==> src/rtl/tetris_pkg.sv <==
// Shared board geometry defaults, the cell type and the row-fetch FSM encoding.
package tetris_pkg;

  localparam int BOARD_ROWS_DEF  = 20;
  localparam int BOARD_COLS_DEF  = 10;
  localparam int SQUARE_SIZE_DEF = 21;
  localparam int FRAME_LAST_DEF  = 524;

  // {R,G,B} live in bits [11:0]; the top nibble is carried through untouched.
  typedef logic [15:0] cell_t;

  typedef enum logic [1:0] {
    IDLE,
    FETCH,
    DRAIN,
    SWAP
  } state_t;

endpackage

==> src/rtl/row_trigger.sv <==
// Detects the hs rising edge on the line just before a board row starts (or at
// frame end) and reports which board row has to be fetched next.
module row_trigger #(
  parameter int SQUARE_SIZE = 21,
  parameter int BOARD_ROWS  = 20,
  parameter int FRAME_LAST  = 524
) (
  input  logic       i_clk,
  input  logic       i_reset,
  input  logic       i_hs,
  input  logic [9:0] i_draw_y,
  output logic       o_trigger,
  output logic [7:0] o_target_row
);

  localparam logic [10:0] SQ    = 11'(SQUARE_SIZE);
  localparam logic [10:0] LIMIT = 11'(BOARD_ROWS * SQUARE_SIZE);
  localparam logic [10:0] LAST  = 11'(FRAME_LAST);

  logic        r_hs_prev;
  logic [10:0] w_next_line;
  logic        w_hs_rise;
  logic        w_row_line;
  logic        w_frame_end;

  // One extra bit so DrawY = 1023 cannot wrap to line 0.
  assign w_next_line  = {1'b0, i_draw_y} + 11'd1;
  assign w_hs_rise    = i_hs & ~r_hs_prev;
  assign w_row_line   = ((w_next_line % SQ) == 11'd0) && (w_next_line < LIMIT);
  assign w_frame_end  = ({1'b0, i_draw_y} == LAST);
  assign o_trigger    = w_hs_rise & (w_row_line | w_frame_end);
  assign o_target_row = w_frame_end ? 8'd0 : 8'(w_next_line / SQ);

  always_ff @(posedge i_clk) begin
    if (i_reset) begin
      r_hs_prev <= 1'b0;
    end else begin
      r_hs_prev <= i_hs;
    end
  end

endmodule

==> src/rtl/board_row_scheduler.sv <==
// Shares the board RAM between the VGA row prefetcher and game logic; the
// displayed row is double-buffered so it only ever changes as a whole row.
module board_row_scheduler
  import tetris_pkg::*;
#(
  parameter int SQUARE_SIZE = SQUARE_SIZE_DEF,
  parameter int BOARD_ROWS  = BOARD_ROWS_DEF,
  parameter int BOARD_COLS  = BOARD_COLS_DEF,
  parameter int FRAME_LAST  = FRAME_LAST_DEF
) (
  input  logic                         Clk,
  input  logic                         reset,
  input  logic                         hs,
  input  logic [9:0]                   DrawY,
  input  logic                         game_req,
  input  logic                         game_we,
  input  logic [4:0]                   game_row,
  input  logic [3:0]                   game_col,
  input  logic [15:0]                  game_wdata,
  output logic                         game_gnt,
  output logic                         game_rvalid,
  output logic [15:0]                  game_rdata,
  output logic [7:0]                   mem_addr,
  output logic                         mem_we,
  output logic [15:0]                  mem_wdata,
  input  logic [15:0]                  mem_rdata,
  output logic [BOARD_COLS-1:0][15:0]  Row,
  output logic [7:0]                   rowNum,
  output logic                         row_valid,
  output logic                         fetch_overrun
);

  localparam logic [7:0] COLS8    = 8'(BOARD_COLS);
  localparam logic [3:0] LAST_COL = 4'(BOARD_COLS - 1);

  state_t                  r_state;
  logic [3:0]              r_col;
  logic [3:0]              r_cap_col;
  logic                    r_cap_valid;
  logic [7:0]              r_target;
  logic [7:0]              r_row_num;
  cell_t [BOARD_COLS-1:0]  r_shadow;
  cell_t [BOARD_COLS-1:0]  r_row;
  logic                    r_row_valid;
  logic                    r_overrun;
  logic                    r_rvalid;
  logic                    r_rd_oob;

  logic       w_trigger;
  logic [7:0] w_trig_row;
  logic       w_gnt;
  logic       w_in_range;
  logic [7:0] w_fetch_addr;
  logic [7:0] w_game_addr;

  row_trigger #(
    .SQUARE_SIZE (SQUARE_SIZE),
    .BOARD_ROWS  (BOARD_ROWS),
    .FRAME_LAST  (FRAME_LAST)
  ) u_row_trigger (
    .i_clk        (Clk),
    .i_reset      (reset),
    .i_hs         (hs),
    .i_draw_y     (DrawY),
    .o_trigger    (w_trigger),
    .o_target_row (w_trig_row)
  );

  // The display fetch always wins a same-cycle collision with game logic.
  assign w_gnt        = game_req && (r_state == IDLE) && !w_trigger && !reset;
  assign w_in_range   = (32'(game_row) < BOARD_ROWS) && (32'(game_col) < BOARD_COLS);
  assign w_fetch_addr = 8'(r_target * COLS8 + {4'd0, r_col});
  assign w_game_addr  = 8'({3'd0, game_row} * COLS8 + {4'd0, game_col});

  always_comb begin
    mem_addr  = 8'd0;
    mem_we    = 1'b0;
    mem_wdata = 16'd0;
    if (r_state == FETCH) begin
      mem_addr = w_fetch_addr;
    end else if (w_gnt && w_in_range) begin
      mem_addr = w_game_addr;
      if (game_we) begin
        mem_we    = 1'b1;
        mem_wdata = game_wdata;
      end
    end
  end

  assign game_gnt      = w_gnt;
  assign game_rvalid   = r_rvalid;
  assign game_rdata    = (r_rvalid && !r_rd_oob) ? mem_rdata : 16'd0;
  assign Row           = r_row;
  assign rowNum        = r_row_num;
  assign row_valid     = r_row_valid;
  assign fetch_overrun = r_overrun;

  always_ff @(posedge Clk) begin
    if (reset) begin
      r_state     <= IDLE;
      r_col       <= 4'd0;
      r_cap_col   <= 4'd0;
      r_cap_valid <= 1'b0;
      r_target    <= 8'd0;
      r_row_num   <= 8'd0;
      r_shadow    <= '0;
      r_row       <= '0;
      r_row_valid <= 1'b0;
      r_overrun   <= 1'b0;
      r_rvalid    <= 1'b0;
      r_rd_oob    <= 1'b0;
    end else begin
      r_row_valid <= 1'b0;
      r_cap_valid <= 1'b0;
      r_rvalid    <= w_gnt && !game_we;
      r_rd_oob    <= !w_in_range;

      // RAM data for the address issued last cycle lands in the shadow row.
      if (r_cap_valid) begin
        r_shadow[r_cap_col] <= mem_rdata;
      end

      if (w_trigger && (r_state != IDLE)) begin
        r_overrun <= 1'b1;
      end

      case (r_state)
        IDLE: begin
          if (w_trigger) begin
            r_state  <= FETCH;
            r_col    <= 4'd0;
            r_target <= w_trig_row;
          end
        end
        FETCH: begin
          r_cap_valid <= 1'b1;
          r_cap_col   <= r_col;
          if (r_col == LAST_COL) begin
            r_state <= DRAIN;
          end else begin
            r_col <= r_col + 4'd1;
          end
        end
        DRAIN: begin
          r_state <= SWAP;
        end
        SWAP: begin
          r_row       <= r_shadow;
          r_row_num   <= r_target;
          r_row_valid <= 1'b1;
          r_state     <= IDLE;
        end
        default: begin
          r_state <= IDLE;
        end
      endcase
    end
  end

endmodule

==> config.mk <==
export PLATFORM = sky130hd
export DESIGN_NAME = board_row_scheduler
export DESIGN_NICKNAME = d
export VERILOG_FILES = /design/src/rtl/tetris_pkg.sv /design/src/rtl/row_trigger.sv /design/src/rtl/board_row_scheduler.sv
export SDC_FILE = /design/constraint.sdc
export NUM_CORES = 1
export LEC_CHECK = 0
export BUFFER_PORTS_ARGS = -buffer_cell sky130_fd_sc_hd__buf_2
export CAP_MARGIN = 20
export CORE_ASPECT_RATIO = 1.75
export CORE_UTILIZATION = 55
export CTS_CLUSTER_DIAMETER = 80
export DETAILED_ROUTE_END_ITERATION = 10
export HOLD_SLACK_MARGIN = 0.06
export PLACE_DENSITY = 0.77
export SYNTH_ARGS = -nofsm -noshare
export SYNTH_HDL_FRONTEND = slang
export SYNTH_SLANG_ARGS = --single-unit
==> constraint.sdc <==
create_clock -name Clk -period 16.8 [get_ports Clk]
set_input_delay 3.36 -clock Clk [delete_from_list [all_inputs] [get_ports Clk]]
set_output_delay 3.36 -clock Clk [all_outputs]
set_load 0.01 [all_outputs]
# Word level (Yosys, flattened, before mapping)
# Cells that the tools add are included.
[totals]
regBits = 352
input_bits = 56
output_inout_bits = 213
wordCells = 99
[classes]
n_addsub = 4
mul = 2
n_div = 2
magnitude_cmp = 5
eq_ne = 8
muxes = 21
bitwise_logic = 4
n_reduce_logical = 22
[ops]
columns = ["operator", "n"]
rows = [
  ["$bwmux W160", 1],
  ["$mux W16", 5],
  ["$demux W16 S4", 1],
  ["$mux W8", 3],
  ["$add A8 B4 Y8", 2],
  ["$add A10 B1 Y11 const B", 1],
  ["$div A11 B5 Y11 const B", 1],
  ["$logic_not A11 Y1", 1],
  ["$lt A11 B9 Y1 const B", 1],
  ["$mod A11 B5 Y11 const B", 1],
  ["$eq A10 B10 Y1 const B", 1],
  ["$logic_and A1 B1 Y1", 10],
  ["$mul A8 B3 Y7 const B", 1],
  ["$mux W4", 2],
  ["$pmux W2 S4", 1],
  ["$pmux W4 S2", 1],
  ["$mul A5 B3 Y7 const B", 1],
  ["$logic_not A1 Y1", 5],
  ["$lt A4 B5 Y1 const B", 1],
  ["$lt A5 B5 Y1 const B", 1],
  ["$mux W1", 5],
  ["$add A4 B1 Y4 const B", 1],
  ["$eq A2 B2 Y1 const B", 2],
  ["$eq A4 B4 Y1 const B", 1],
  ["13 further kinds", 18],
]

# Longest topological paths before layout
# Gate-level depths: netlist (run 1).
[logic_depth]
depth_word = 12
depth_mapped = 23
mapped_depth_nobuf = 20

# Hierarchy
# Synthesis (run 1) repeated with hierarchy kept, for this count alone.
[hier_totals]
cells_unflattened = 1729
area_unflattened_um2 = 15228.4
[modules_own_cells]
columns = ["mod", "n_inst", "cells_per_inst", "area_per_inst_um2", "seq_area_each_um2"]
rows = [
  ["board_row_scheduler", 1, 1488, 13451.7, 7026.7],
  ["row_trigger", 1, 241, 1776.7, 20.0],
]

# Least setup slack after synthesis (run 1)
# No wires, ideal clock.
[synth_path]
kind = "input to output"
startpoint = "in DrawY[0]"
endpoint = "out mem_wdata[10]"
arrival_ps = 8768
required_time_ps = 13440
slack_ps = 4672
stages = 20
path_buffers = 2
cell_sequence = "ha_1 -> and3_1 -> buf_2 -> o21ai_2 -> a32o_1 -> a2111o_1 -> o32ai_2 -> mux2_2 -> or4_4 -> and3_4 -> and3_4 -> or4_4 -> nor4b_4 -> o311ai_1 -> and3_1 -> o22a_1 -> and3b_4 -> a2111oi_4 -> buf_2 -> and3_1"
[synth_between]
elab_chain_len = 12
word_cells_on_any_way = 14
classes_between = "1 x add/sub; 1 x div; 1 x order compare; 1 x eq/ne; 2 x mux; 2 x bitwise; 6 x reduce/logical"
[synth_lines]
columns = ["item", "line", "rtl"]
rows = [
  ["from (decl)", "board_row_scheduler.sv:14", "input logic [9:0] DrawY,"],
  ["$add A10 B1 Y11", "row_trigger.sv:27", "assign w_next_line = {1'b0, i_draw_y} + 11'd1;"],
  ["$mod A11 B5 Y11", "row_trigger.sv:29", "assign w_row_line = ((w_next_line % SQ) == 11'd0) && (w_next_line < LIMIT);"],
  ["$logic_not A11 Y1", "row_trigger.sv:29", ""],
  ["$logic_and A1 B1 Y1", "row_trigger.sv:29", ""],
  ["$or A1 B1 Y1 (*)", "row_trigger.sv:31", "assign o_trigger = w_hs_rise & (w_row_line | w_frame_end);"],
  ["$and A1 B1 Y1 (*)", "row_trigger.sv:31", ""],
  ["$logic_not A1 Y1 (*)", "board_row_scheduler.sv:70", "assign w_gnt = game_req && (r_state == IDLE) && !w_trigger && !reset;"],
  ["$logic_and A1 B1 Y1 (*) (2 in a row)", "board_row_scheduler.sv:70", ""],
  ["$logic_and A1 B1 Y1 (*)", "board_row_scheduler.sv:81", "end else if (w_gnt && w_in_range) begin"],
  ["$mux W16 (*)", "board_row_scheduler.sv:81", ""],
  ["$mux W16 (*)", "board_row_scheduler.sv:79", "if (r_state == FETCH) begin"],
  ["to (decl)", "board_row_scheduler.sv:25", "output logic [15:0] mem_wdata,"],
]
# Every way passes the cells marked *; elsewhere a longest branch is shown, timed or not.

# Worst setup path after layout (run 1)
[layout_path]
startpoint = "in DrawY[0]"
endpoint = "out mem_addr[6]"
[layout_between]
elab_chain_len = 12
word_cells_on_any_way = 14
classes_between = "1 x add/sub; 1 x div; 1 x order compare; 1 x eq/ne; 2 x mux; 2 x bitwise; 6 x reduce/logical"
[layout_lines]
columns = ["item", "line", "rtl"]
rows = [
  ["$add A10 B1 Y11", "row_trigger.sv:27", ""],
  ["$mod A11 B5 Y11", "row_trigger.sv:29", ""],
  ["$logic_not A11 Y1", "row_trigger.sv:29", ""],
  ["$logic_and A1 B1 Y1", "row_trigger.sv:29", ""],
  ["$or A1 B1 Y1 (*)", "row_trigger.sv:31", ""],
  ["$and A1 B1 Y1 (*)", "row_trigger.sv:31", ""],
  ["$logic_not A1 Y1 (*)", "board_row_scheduler.sv:70", ""],
  ["$logic_and A1 B1 Y1 (*) (2 in a row)", "board_row_scheduler.sv:70", ""],
  ["$logic_and A1 B1 Y1 (*)", "board_row_scheduler.sv:81", ""],
  ["$mux W8 (*)", "board_row_scheduler.sv:81", ""],
  ["$mux W8 (*)", "board_row_scheduler.sv:79", ""],
  ["to (decl)", "board_row_scheduler.sv:23", "output logic [7:0] mem_addr,"],
]
# Marked as above.

==> summary.txt, run 1 <==
Cells and area
  • Register area: 0.00701 mm^2
  • Commonest non-fill, non-tap cell in the layout: nand2_1
  • FILL cells: 2356
  • Area delta synth->final: 15.7%
  • Number of diodes: 0
  • Area of the multi-input gates: 0.00770 mm^2
  • Share of cells above drive strength 1: 18.5%
  • Non-filler cells in the finished layout: 2349
  • Nets@finish: 2049
  • Most frequent cells in the layout: nand2_1 (364), dfxtp_1 (350), buf_2 (266)

GRT
  • GRT Total Usage: 29.5%
  • First-pass GRT wire length: 65800 um
  • Largest net degree at the start of global routing: 106
  • Initial antenna violation count: 0
  • Vias in the first global route: 12300
  • Grt total ovfl: 0

Setup path
  • Critical Path RT: 13440 ps
  • Critical Path Start Type: primary input
  • R2r setup slk: 13130 ps
  • Reg2reg end: Row[126]$_SDFFE_PP0P_
  • Critical path class: primary input to output port
  • Worst Reg-to-Reg Cells: 5
  • R2R Path Start: r_state[0]$_SDFFE_PP0P_
  • CP Capture Type: output port
  • Worst path arrival time: 10380 ps
  • Critical Path Fanout Max: 25

Clock network
  • Clock Tree Buf Depth: 3
  • Clk_lat worst skew: 550 ps
  • Worst-path clk slew: 60 ps
  • Root Driver: clkbuf_16
  • CTS tree: done
  • H-tree levels: 1
  • Cts bufs inserted: 29
  • Post-CTS setup buffers: 0
  • CTS Hold Buffers Added: 0
  • Cts repair resizes: 0
  • Clock sinks: 350

Pwr
  • Sw frac: 26.9%
  • Internal power: 1.34 mW
  • Share of power burned in registers: 45.9%
  • Peak VDD IR: 0.0749 mV
  • Clock Power Share: 38.8%
  • Psw: 0.492 mW
  • Lkg Pwr: 6.94 nW
  • Gate power share: 15.3%
  • Power Dens Cells: 104 mW/mm^2

Detailed routing
  • Via count: 13100
  • Avg WL per Cell: 18.4 um
  • Residual DRC: 0
  • Detailed Route WL: 43200 um
  • TritonRoute pass-1 iters: 5
  • Final ANT Viol Nets: 0
  • Mean number of vias per cell: 5.60
  • Initial detailed-routing violation count: 877

Timing
  • TNS Setup: 0 ps
  • Final clock skew: 8.32 ps
  • Minimum clock period after layout: 13740 ps
  • Worst slew margin: 29.4%
  • Final setup fails: 0
  • Pins Over Slew Limit: 0
  • RSZ-0062 raised after global routing: false
  • Final hold viol count: 0
  • Final period util: 81.8%
  • Worst slew pin tran: 1060 ps
  • F_max: 0.0728 GHz

Placed design
  • Inst Count DP: 2298
  • Port Buf Inserts: 267
  • DP Wirelength: 30100 um
  • Placer Congestion: 0.870

Die
  • Std cell rows: 80
  • Die X: 128 um
  • # IOs: 269
  • Core footprint: 0.0272 mm^2
  • Die Ht: 222 um
  • Starting Density: 56.0%
  • Die area: 0.0284 mm^2

Synthesis
  • Synth unique cells: 88
  • Synthesized Nets: 1869
  • Post-synthesis cell area: 0.0152 mm^2
  • Main synth FF type: dfxtp_1
  • Mapped Cells: 1780
  • Avg Cell Area, Syn: 8.56 um^2
  • FF+latch count, synth: 350
  • Post-synthesis sequential area ratio: 46.0%
  • Number of warnings issued by yosys: 0
  • Ys async rst share: 0%
  • Post-synth EDFFs: 0

Min path
  • Worst hold path endpoint: r_shadow[158]$_SDFFE_PP0P_
  • WHS Path Cells: 2
  • Min-delay src: r_shadow[158]$_SDFFE_PP0P_
  • Worst min path class: register to register

Flow run
  • Max-cap viol count: 0

Status
  • Status: finished, final reports clean
[power groups by stage]
| stage | registers [mW] | logic [mW] | clock network [mW] |
|---|---|---|---|
| 3_5_place_dp | 0.860 | 0.277 | 0 |
| 5_1_grt | 0.841 | 0.306 | 0.750 |
| 2_1_floorplan | 0.857 | 0.207 | 0 |
| 6_report | 0.840 | 0.281 | 0.710 |
| 4_1_cts | 0.840 | 0.278 | 0.717 |
| 3_3_place_gp | 0.859 | 0.274 | 0 |
[layout make-up]
cell class | instances | share of cell area [%]
multi-input cells | 1288 | 43.7
clock inverters | 15 | 1.17
clock buffers | 36 | 4.43
inverters | 14 | 0.298
flip-flops and latches | 350 | 39.7
repair buffers | 277 | 8.08
well taps | 369 | 2.62
[per-stage QoR]
stage | hold slack (ps) | cell area (um^2) | util, % | total power [mW] | worst slack, ps
finish | 455 | 17600 | 64.8 | 1.83 | 3060
global route | 475 | 17600 | 64.8 | 1.90 | 2590
CTS | 456 | 17600 | 64.8 | 1.84 | 3090
detailed placement | 446 | 16600 | 61.1 | 1.14 | 3110
global placement | 441 | 16600 | 61.1 | 1.13 | 3240
floorplan | 436 | 15200 | - | 1.06 | 4670
[per-layer routing]
layer	global-route usage, %	up-vias	part of all wire [%]
met5	0	-	0
met3	3.66	110	5.0
met1	32.0	6243	37
li1	-	6379	-
met2	55.1	415	53
met4	14.6	0	4.6
[state kept, by name, indices dropped and copies added (netlist names)]
signal	count
r_shadow	160
game_rvalid	1
rowNum	7
row_valid	1
r_cap_col	4
r_target	7
r_rd_oob	1
r_cap_valid	1
Row	160
r_col	4
r_state	2
fetch_overrun	1
u_row_trigger.r_hs_prev	1
[synth_stat cells, drive strengths merged, types with 3 or more instances]
| library cell | count | area (um^2) |
|---|---|---|
| nand2 | 365 | 1370 |
| dfxtp | 350 | 7010 |
| nor2 | 210 | 788 |
| a21oi | 196 | 985 |
| mux2i | 174 | 1750 |
| clkbuf | 101 | 379 |
| o21ai | 35 | 183 |
| and3 | 30 | 198 |
| ha | 29 | 363 |
| buf | 27 | 131 |
| and2 | 25 | 156 |
| xnor2 | 23 | 209 |
| nand3 | 17 | 90.1 |
| nor3 | 17 | 113 |
| inv | 14 | 52.6 |
| or4 | 11 | 90.1 |
| xor2 | 11 | 96.3 |
| a21o | 10 | 75.1 |
| nor4 | 10 | 87.6 |
| nor2b | 8 | 50.1 |
| or3 | 8 | 50.1 |
| a31o | 6 | 52.6 |
| o21a | 6 | 45.0 |
| a211oi | 5 | 47.5 |
| a22o | 5 | 43.8 |
| a31oi | 5 | 31.3 |
| nand2b | 5 | 31.3 |
| nand4 | 5 | 31.3 |
| o211ai | 5 | 42.5 |
| o31ai | 5 | 42.5 |
| a211o | 4 | 35.0 |
| fa | 4 | 80.1 |
| mux2 | 4 | 45.0 |
| a21boi | 3 | 22.5 |
| a32o | 3 | 30.0 |
| o22ai | 3 | 18.8 |
| o31a | 3 | 35.0 |
[worst max path at each step]
stage / from / end / slack, ps / depth (start not counted)
after detailed placement: DrawY[0] / mem_addr[5] / 3110 / 21
after CTS: DrawY[0] / mem_addr[5] / 3090 / 21
after global routing: DrawY[0] / mem_addr[5] / 2590 / 21
after floorplan: DrawY[0] / mem_wdata[10] / 4670 / 20
final: DrawY[0] / mem_addr[6] / 3060 / 20
after global placement: DrawY[0] / mem_addr[6] / 3240 / 20
[critical path, stage by stage]
cell,delay (ps)
buf_2,180
ha_1,270
and3_1,610
nor3_1,180
a32o_1,250
a2111o_1,550
o32ai_2,440
mux2_2,440
or4_4,570
o211ai_2,150
a21oi_1,160
a221oi_2,580
a211oi_1,180
nor3_2,300
xor2_1,320
a21boi_1,200
and3b_4,240
a2111oi_4,960
a22o_1,280
buf_2,130
[kinds of logic (layout without fill, tap and decap cells)]
group	Yosys count	in the layout	share of synthesized area [%]
mux	178	178	11.7
xor+xnor	34	34	2.00
simple gates	725	725	21.0
buf+inv	142	342	3.69
other cells	1	1	0.0246
flops	350	350	46.0
fa+ha+maj	33	33	2.91
compound gates	317	317	12.7
Power figures use the tool's default switching activity.
==> run 2: changes to the inputs <==
- clock period: 16.8 -> 14.05 ns (I/O delays scaled with it)
==> summary.txt, run 2 (synthesized netlist as in run 1, its figures left out) <==
Setup path
  • Critical Path Fanout Max: 25
  • Critical Path RT: 11240 ps
  • Worst path arrival time: 9810 ps
  • Most common cell on crit path: buf_2
  • CP Capture Type: output port
  • CP max stage delay: 960 ps
  • Critical Path Start Type: primary input
  • Worst Reg-to-Reg Cells: 5
  • Top cell family by delay on the critical path: compound AO/OA/AOI/OAI gates
  • CP bufs+invs: 2
  • Worst-path cell with the longest stage delay: a2111oi_4
  • Worst path cell trace: buf_2 -> ha_1 -> and3_1 -> o21ai_2 -> a32o_1 -> a2111o_1 -> o32ai_2 -> mux2_2 -> o21ai_1 -> a21oi_1 -> a2111oi_0 -> nor4_2 -> and4b_1 -> nor3_2 -> xor2_1 -> a21boi_1 -> and3b_4 -> a2111oi_4 -> a22o_1 -> buf_2
  • Critical path class: primary input to output port
  • Critical Path Stages: 20

Clock network
  • Cts repair resizes: 0
  • Cts bufs inserted: 30
  • Post-CTS setup buffers: 0
  • CTS tree: done
  • Root Driver: clkbuf_16
  • H-tree levels: 1
  • Clk_lat worst skew: 560 ps
  • Clock sinks: 350
  • CTS Hold Buffers Added: 0
  • Clock Tree Buf Depth: 3
  • Worst-path clk slew: 60 ps

Timing
  • Final clock skew: 20.3 ps
  • RSZ-0062 raised after global routing: false
  • Worst slew pin tran: 1060 ps
  • F_max: 0.0793 GHz
  • Final WS setup: 1430 ps
  • Worst slew margin: 28.7%
  • Final period util: 89.8%
  • Final hold viol count: 0
  • Minimum clock period after layout: 12620 ps
  • TNS Setup: 0 ps
  • Pins Over Slew Limit: 0
  • Final setup fails: 0

Cells and area
  • Nets@finish: 2052
  • Commonest non-fill, non-tap cell in the layout: nand2_1
  • Area delta synth->final: 16.4%
  • Final core occ: 65.2%
  • FILL cells: 2327
  • Non-filler cells in the finished layout: 2355
  • Most frequent cells in the layout: nand2_1 (364), dfxtp_1 (350), buf_2 (266)
  • Share of cells above drive strength 1: 18.7%
  • Register area: 0.00701 mm^2
  • Number of diodes: 0
  • Final instance area: 0.0177 mm^2
  • Area of the multi-input gates: 0.00770 mm^2

Detailed routing
  • Via count: 13100
  • TritonRoute pass-1 iters: 5
  • Avg WL per Cell: 18.3 um
  • Residual DRC: 0
  • Initial detailed-routing violation count: 852
  • Detailed Route WL: 43000 um
  • Final ANT Viol Nets: 0
  • Met2 routed WL: 22700 um
  • WL met3: 2140 um
  • Mean number of vias per cell: 5.58
  • Top layer in use: met4
  • M1 wire length: 16300 um

Flow run
  • Max-cap viol count: 0

Die
  • # IOs: 269
  • Core footprint: 0.0272 mm^2
  • Die X: 128 um
  • Die Ht: 222 um
  • Starting Density: 56.0%
  • Std cell rows: 80
  • Die area: 0.0284 mm^2

Min path
  • WHS Path Cells: 2
  • Worst min path class: register to register

Pwr
  • Lkg Pwr: 7.00 nW
  • Peak VDD IR: 0.100 mV
  • Power Dens Cells: 125 mW/mm^2

GRT
  • First-pass GRT wire length: 66100 um
  • Grt total ovfl: 0
  • GRT Total Usage: 29.5%
  • Largest net degree at the start of global routing: 116
  • Initial antenna violation count: 0
  • Vias in the first global route: 12300

Placed design
  • DP Wirelength: 29700 um
  • Placer Congestion: 0.871
  • Pre-CTS setup slack: 1480 ps
  • Post-DP Area: 0.0166 mm^2
  • Inst Count DP: 2298
  • Port Buf Inserts: 267

Status
  • Status: finished, final reports clean
-- run 2: changes by cell type in the layout (fill, tap and decap cells not counted), sizes merged --
cell      previous run  this run
clkbuf              36        45
clkinv               8         5
buf                277       279
bufinv               5         3
clkinvlp             1         0
inv                 15        16
-- run 2: area by class of cell --
class | instances | area share, %
inverters | 14 | 0.296
well taps | 369 | 2.60
clock inverters | 10 | 0.776
multi-input cells | 1288 | 43.4
clock buffers | 45 | 5.12
flip-flops and latches | 350 | 39.5
repair buffers | 279 | 8.32
-- run 2: stage by stage --
stage	hold slack, ps	total power [mW]
finish	453	2.21
global route	471	2.29
CTS	455	2.21
detailed placement	446	1.36
global placement	441	1.36
floorplan	436	1.27
-- run 2: report_power, final --
part           internal (mW)  switching, mW  total, mW
clock network          0.503          0.368      0.872
registers              0.999        0.00620       1.00
logic                  0.117          0.218      0.335
total                   1.62          0.593       2.21
-- run 2: worst min-delay path, stage by stage, from the launching register on --
cell and delay (ps):
dfxtp_1 310, nand2_1 50, a21oi_1 50
-- run 2: final timing paths --
path	startpoint	endpoint	slack, ps
max reg2reg	r_state[0]$_SDFFE_PP0P_	Row[38]$_SDFFE_PP0P_	11000
min reg2reg	r_shadow[99]$_SDFFE_PP0P_	r_shadow[99]$_SDFFE_PP0P_	450
min	r_shadow[99]$_SDFFE_PP0P_	r_shadow[99]$_SDFFE_PP0P_	450
max	DrawY[0]	mem_addr[6]	1430
-- run 2: layer usage --
layer / vias to the layer above / GRT usage [%]
li1: 6385 / -
met1: 6222 / 32.6
met2: 432 / 54.8
met3: 110 / 3.83
met4: 0 / 13.8
met5: - / 0
